### src/rtl/matrix_mult_pkg.sv
// Shared types and arithmetic helpers for the sequential signed matrix multiplier.
package matrix_mult_pkg;

    typedef enum logic [1:0] {
        LOAD,
        COMPUTE,
        DRAIN
    } state_t;

    // Widest accumulator over the legal W (<=32) and N (<=8) range.
    localparam int ACC_MAX = 2 * 32 + 3;

    function automatic int acc_width(input int w, input int n);
        return 2 * w + $clog2(n);
    endfunction

    // Returns the narrowed value in the low w bits of the result.
    function automatic logic signed [31:0] narrow(input logic signed [ACC_MAX-1:0] acc,
                                                  input int w,
                                                  input logic sat);
        logic signed [ACC_MAX-1:0] one;
        logic signed [ACC_MAX-1:0] hi;
        logic signed [ACC_MAX-1:0] lo;
        logic signed [ACC_MAX-1:0] res;
        one    = '0;
        one[0] = 1'b1;
        hi     = (one <<< (w - 1)) - one;
        lo     = ~hi;
        res    = acc;
        if (sat) begin
            if (acc > hi) begin
                res = hi;
            end else if (acc < lo) begin
                res = lo;
            end
        end
        return res[31:0];
    endfunction

endpackage

### src/rtl/matrix_mult_seq_mac.sv
// Signed multiply-accumulate with load-instead-of-add control and a registered accumulator.
module mac_unit #(
    parameter int DATA_W = 16,
    parameter int ACC_W  = 34
) (
    input  logic                     clk,
    input  logic                     en,
    input  logic                     clear_load,
    input  logic signed [DATA_W-1:0] a,
    input  logic signed [DATA_W-1:0] b,
    output logic signed [ACC_W-1:0]  acc_p1
);

    logic signed [2*DATA_W-1:0] prod_p0;
    logic signed [ACC_W-1:0]    prod_ext_p0;

    always_comb begin
        prod_p0     = (2 * DATA_W)'(a) * (2 * DATA_W)'(b);
        prod_ext_p0 = ACC_W'(prod_p0);
    end

    // p0 -> p1: accumulate into the registered sum
    always_ff @(posedge clk) begin
        if (en) begin
            acc_p1 <= clear_load ? prod_ext_p0 : acc_p1 + prod_ext_p0;
        end
    end

endmodule

### src/rtl/matrix_mult_seq.sv
// Sequential N x N signed matrix multiplier: stream in A then B, one MAC per cycle, stream out Y.
module matrix_mult_seq
    import matrix_mult_pkg::*;
#(
    parameter int N   = 3,
    parameter int W   = 16,
    parameter int SAT = 0
) (
    input  logic                clk,
    input  logic                rst,
    input  logic                in_valid,
    output logic                in_ready,
    input  logic signed [W-1:0] in_data,
    output logic                out_valid,
    input  logic                out_ready,
    output logic signed [W-1:0] out_data,
    output logic                out_last,
    output logic                busy
);

    localparam int NN    = N * N;
    localparam int ACC_W = acc_width(W, N);
    localparam int IW    = $clog2(NN);
    localparam int LW    = $clog2(2 * NN);
    localparam int CW    = $clog2(N);

    state_t              state;
    logic [LW-1:0]       ld_cnt;
    logic [CW-1:0]       ci, cj, ck;
    logic [IW-1:0]       oidx;
    logic [IW-1:0]       oidx_next;
    logic                wr_vld_p1;
    logic [IW-1:0]       wr_idx_p1;

    logic signed [W-1:0] a_mem [NN];
    logic signed [W-1:0] b_mem [NN];
    logic signed [W-1:0] y_mem [NN];

    logic                accept;
    logic                last_ld;
    logic                k_last, j_last, i_last;
    logic [IW-1:0]       a_idx, b_idx, y_idx, lda_idx, ldb_idx;
    logic signed [ACC_W-1:0]   acc_p1;
    logic signed [ACC_MAX-1:0] acc_ext_p1;
    logic signed [W-1:0]       y_nar_p1;

    always_comb begin
        accept     = in_valid && in_ready;
        last_ld    = (ld_cnt == LW'(2 * NN - 1));
        k_last     = (ck == CW'(N - 1));
        j_last     = (cj == CW'(N - 1));
        i_last     = (ci == CW'(N - 1));
        a_idx      = IW'(int'(ci) * N + int'(ck));
        b_idx      = IW'(int'(ck) * N + int'(cj));
        y_idx      = IW'(int'(ci) * N + int'(cj));
        lda_idx    = IW'(ld_cnt);
        ldb_idx    = IW'(ld_cnt - LW'(NN));
        oidx_next  = oidx + IW'(1);
        acc_ext_p1 = ACC_MAX'(acc_p1);
        y_nar_p1   = W'(narrow(acc_ext_p1, W, SAT != 0));
    end

    mac_unit #(
        .DATA_W (W),
        .ACC_W  (ACC_W)
    ) u_mac (
        .clk        (clk),
        .en         (state == COMPUTE),
        .clear_load (ck == '0),
        .a          (a_mem[a_idx]),
        .b          (b_mem[b_idx]),
        .acc_p1     (acc_p1)
    );

    // Operand and result storage carry no reset; their contents are don't-care after reset.
    always_ff @(posedge clk) begin
        wr_idx_p1 <= y_idx;
        if (accept) begin
            if (ld_cnt < LW'(NN)) begin
                a_mem[lda_idx] <= in_data;
            end else begin
                b_mem[ldb_idx] <= in_data;
            end
        end
        // p1 -> p2: the finished dot product lands one cycle after its last MAC
        if (wr_vld_p1) begin
            y_mem[wr_idx_p1] <= y_nar_p1;
        end
    end

    always_ff @(posedge clk) begin
        if (rst) begin
            state     <= LOAD;
            in_ready  <= 1'b0;
            out_valid <= 1'b0;
            out_data  <= '0;
            out_last  <= 1'b0;
            busy      <= 1'b0;
            ld_cnt    <= '0;
            ci        <= '0;
            cj        <= '0;
            ck        <= '0;
            oidx      <= '0;
            wr_vld_p1 <= 1'b0;
        end else begin
            wr_vld_p1 <= (state == COMPUTE) && k_last;
            case (state)
                LOAD: begin
                    in_ready <= 1'b1;
                    if (accept) begin
                        if (last_ld) begin
                            ld_cnt   <= '0;
                            state    <= COMPUTE;
                            in_ready <= 1'b0;
                            busy     <= 1'b1;
                        end else begin
                            ld_cnt <= ld_cnt + LW'(1);
                        end
                    end
                end
                COMPUTE: begin
                    if (k_last) begin
                        ck <= '0;
                        if (j_last) begin
                            cj <= '0;
                            ci <= i_last ? '0 : ci + CW'(1);
                        end else begin
                            cj <= cj + CW'(1);
                        end
                    end else begin
                        ck <= ck + CW'(1);
                    end
                    if (k_last && j_last && i_last) begin
                        state     <= DRAIN;
                        out_valid <= 1'b1;
                        out_data  <= y_mem[0];
                        out_last  <= 1'b0;
                        oidx      <= '0;
                    end
                end
                DRAIN: begin
                    if (out_ready) begin
                        if (out_last) begin
                            state     <= LOAD;
                            out_valid <= 1'b0;
                            out_last  <= 1'b0;
                            busy      <= 1'b0;
                            in_ready  <= 1'b1;
                            oidx      <= '0;
                        end else begin
                            oidx     <= oidx_next;
                            out_data <= y_mem[oidx_next];
                            out_last <= (oidx_next == IW'(NN - 1));
                        end
                    end
                end
                default: state <= LOAD;
            endcase
        end
    end

endmodule

### config.mk
export PLATFORM = sky130hd
export DESIGN_NAME = matrix_mult_seq
export DESIGN_NICKNAME = d
export VERILOG_FILES = /design/src/rtl/matrix_mult_pkg.sv /design/src/rtl/matrix_mult_seq_mac.sv /design/src/rtl/matrix_mult_seq.sv
export SDC_FILE = /design/constraint.sdc
export NUM_CORES = 1
export LEC_CHECK = 0
export ABC_AREA = 1
export CAP_MARGIN = 20
export CORE_UTILIZATION = 52
export DETAILED_ROUTE_END_ITERATION = 8
export PLACE_DENSITY = 0.68
export SETUP_SLACK_MARGIN = 0.02
export SLEW_MARGIN = 20
export SYNTH_ARGS = -nofsm -noshare
export SYNTH_HDL_FRONTEND = slang
export SYNTH_SLANG_ARGS = --single-unit
### constraint.sdc
create_clock -name clk -period 14.65 [get_ports clk]
set_clock_uncertainty 0.2 [all_clocks]
set_input_delay 1.465 -clock clk [delete_from_list [all_inputs] [get_ports clk]]
set_output_delay 1.465 -clock clk [all_outputs]
set_load 0.01 [all_outputs]
==> impl_metrics.py <==
metrics = {
    "outcome": {
        "status": "finished, final reports clean",
    },
    "logic_synthesis": {
        "yosys.area.top_type": "edfxtp_1",
        "syn_avg_cell_area_um2": 10.7,
        "syn-num-nets": 2530,
        "synthTopCellsByArea": "edfxtp_1 (54%), nand2_1 (7.1%), fa_1 (6.8%), ha_1 (5.0%), nand3_1 (4.6%)",
        "synthArstFlopShare_pct": 0,
        "synth_edf_count": 448,
        "synth_warnings": 0,
        "synth_top_cell_area_share_pct": 54.1,
        "ys_types": 51,
        "ys_seq_elements": 490,
        "synth_ff_type": "edfxtp_1",
        "ys_seq_area_share_pct": 57.4,
        "syn_inst": 2326,
        "synth_area_um2": 24900,
    },
    "route": {
        "drtAntennaViolNets": 0,
        "firstDrtPassIters": 5,
        "routed_via_density": 5.58,
        "drtIter0Drc": 1192,
        "wirelength_mm": 57.9,
        "drc": 0,
        "wire_per_inst_um": 19.2,
        "vias": 16800,
    },
    "clocking": {
        "cts-resized-gates": 0,
        "cts.root.buffer_cell": "clkbuf_16",
        "postCtsSetupBuffers": 0,
        "cts_buffer_depth": 3,
        "tritoncts": "built",
        "cts_hold_buf": 0,
        "clk_latency_ns": 0.60,
        "clkSlewWorstSetupHoldPaths_ns": 0.07,
        "cts_htree_levels": 2,
        "clock_sinks": 490,
        "cts_buffers": 51,
    },
    "global_route": {
        "grt_overflow": 0,
        "grt_pass1_wl_mm": 90.5,
        "grt_max_degree": 70,
        "antenna_found_initial": 0,
        "track_usage_pct": 24.3,
        "grt_pass1_vias": 16500,
    },
    "cells_and_area": {
        "n_antenna_cell": 0,
        "layout_commonest_cell": "nand2_1",
        "syn_to_final_growth_pct": 10.9,
        "num-fill-cells": 3869,
        "fin_nets": 2574,
        "drive_above_1_share_pct": 8.34,
        "final_cell_mix": "nand2_1 (469), edfxtp_1 (448), inv_1 (256)",
    },
    "worst_setup_path": {
        "cp-start-kind": "register",
        "critPathMaxFanout": 17,
        "critPathCaptureType": "register",
        "cpMostUsedCell": "inv_1",
        "cp.arrival_ns": 10.13,
        "setup.worst_path.class": "reg -> reg",
        "slowest_delay_ns": 0.55,
        "crit_required_ns": 14.81,
        "slowest_stage": "fa_1",
    },
    "timing": {
        "relSlewSlack_pct": 34.7,
        "finalMaxSlewViolations": 0,
        "fin_crit_sh_pct": 68.0,
        "max_slew.worst_pin.slew_ns": 0.978,
        "hold_viol_final": 0,
        "setup_tns_ns": 0,
        "max_freq_ghz": 0.100,
        "final.min_clock_period_ns": 9.97,
        "finalSetupViolations": 0,
        "rsz0062_at_grt": "no",
        "holdWs_ns": 0.266,
    },
    "floorplan": {
        "start_util_pct": 53.1,
        "core_area_um2": 46900,
        "die_area_um2": 48700,
        "die_height_um": 221,
        "io_pins": 40,
        "row_count": 79,
        "die_w_um": 221,
    },
    "flow_run": {
        "drv_cap": 0,
    },
    "place": {
        "hpwl_mm": 37.3,
        "io_buffers": 39,
        "place_congestion": 0.906,
    },
    "min_path": {
        "hp-class": "reg -> reg",
    },
}
final cells by class:
cell class                      instances  area (um^2)  area share [%]
Inverter                              272         1020            3.70
Clock inverter                         24          180           0.653
Tap cell                              607          759            2.75
Sequential cell                       490        14300            51.8
Timing Repair Buffer                   81          706            2.56
Clock buffer                           68         1410            5.12
Multi-Input combinational cell       1474         9230            33.4
critical path: cells and delay by family (launching register included):
kind / cells / cell delay (ns)
AOI/OAI and AO/OA: 6 / 0.95
DFF: 1 / 0.46
and+or+nand+nor: 13 / 1.52
xor gates and xnor gates: 1 / 0.18
adders and majority gates: 11 / 4.40
buffers and inverters: 16 / 1.97
synth_stat cells, types with 20 or more instances:
cell type and instances:
nor2_1 200, a21oi_1 66, nand3_1 230, clkbuf_1 43, ha_1 100, fa_1 84
o211ai_1 20, buf_2 27, edfxtp_1 448, o21ai_0 115, inv_1 256, nand2_1 469
dfxtp_1 42, nor3_1 23
layer usage:
| metal | GRT usage [%] | part of all wire [%] |
|---|---|---|
| met5 | 0 | 0 |
| met4 | 8.86 | 2.9 |
| met3 | 3.35 | 5.8 |
| met2 | 41.8 | 50 |
| met1 | 31.4 | 41 |
flip-flops by register name, indices dropped and copies added, names as in the netlist, 4 cells and up:
signal	count
out_data	16
oidx	4
ld_cnt	5
a_mem	144
b_mem	144
wr_idx_p1	4
u_mac.acc_p1	16
y_mem	144
per-stage QoR:
stage	std cells	instance area, um^2	setup slack [ns]	util (%)
after floorplan	2326	24900	5.98	-
after global placement	2924	26000	4.90	55.5
after detailed placement	2924	26000	4.71	55.5
after CTS	3016	27600	4.70	58.9
after global routing	3016	27600	4.18	58.9
final	3016	27600	4.68	58.9
cell families after synthesis:
kind of cell	count (synthesis)	synth area share (%)
and+or+nand+nor	982	16.9
DFF	490	57.4
buffers and inverters	362	5.89
AOI/OAI and AO/OA	269	6.44
adders and majority gates	184	11.8
xor gates and xnor gates	23	0.870
muxes	16	0.643
path summary, 6_finish.rpt:
kind                                    endpoint  depth (start not counted)      from  slack, ns
worst min register to register          in_ready                          2  in_ready       0.27
worst max-delay path            u_mac.acc_p1[15]                         47     cj[1]       4.68
worst max register to register  u_mac.acc_p1[15]                         47     cj[1]       4.68
worst min-delay path                    in_ready                          2  in_ready       0.27
Power is left out: the tool's default activity adds up to more than one toggle a clock period on the data nets, which glitch-free logic cannot reach.
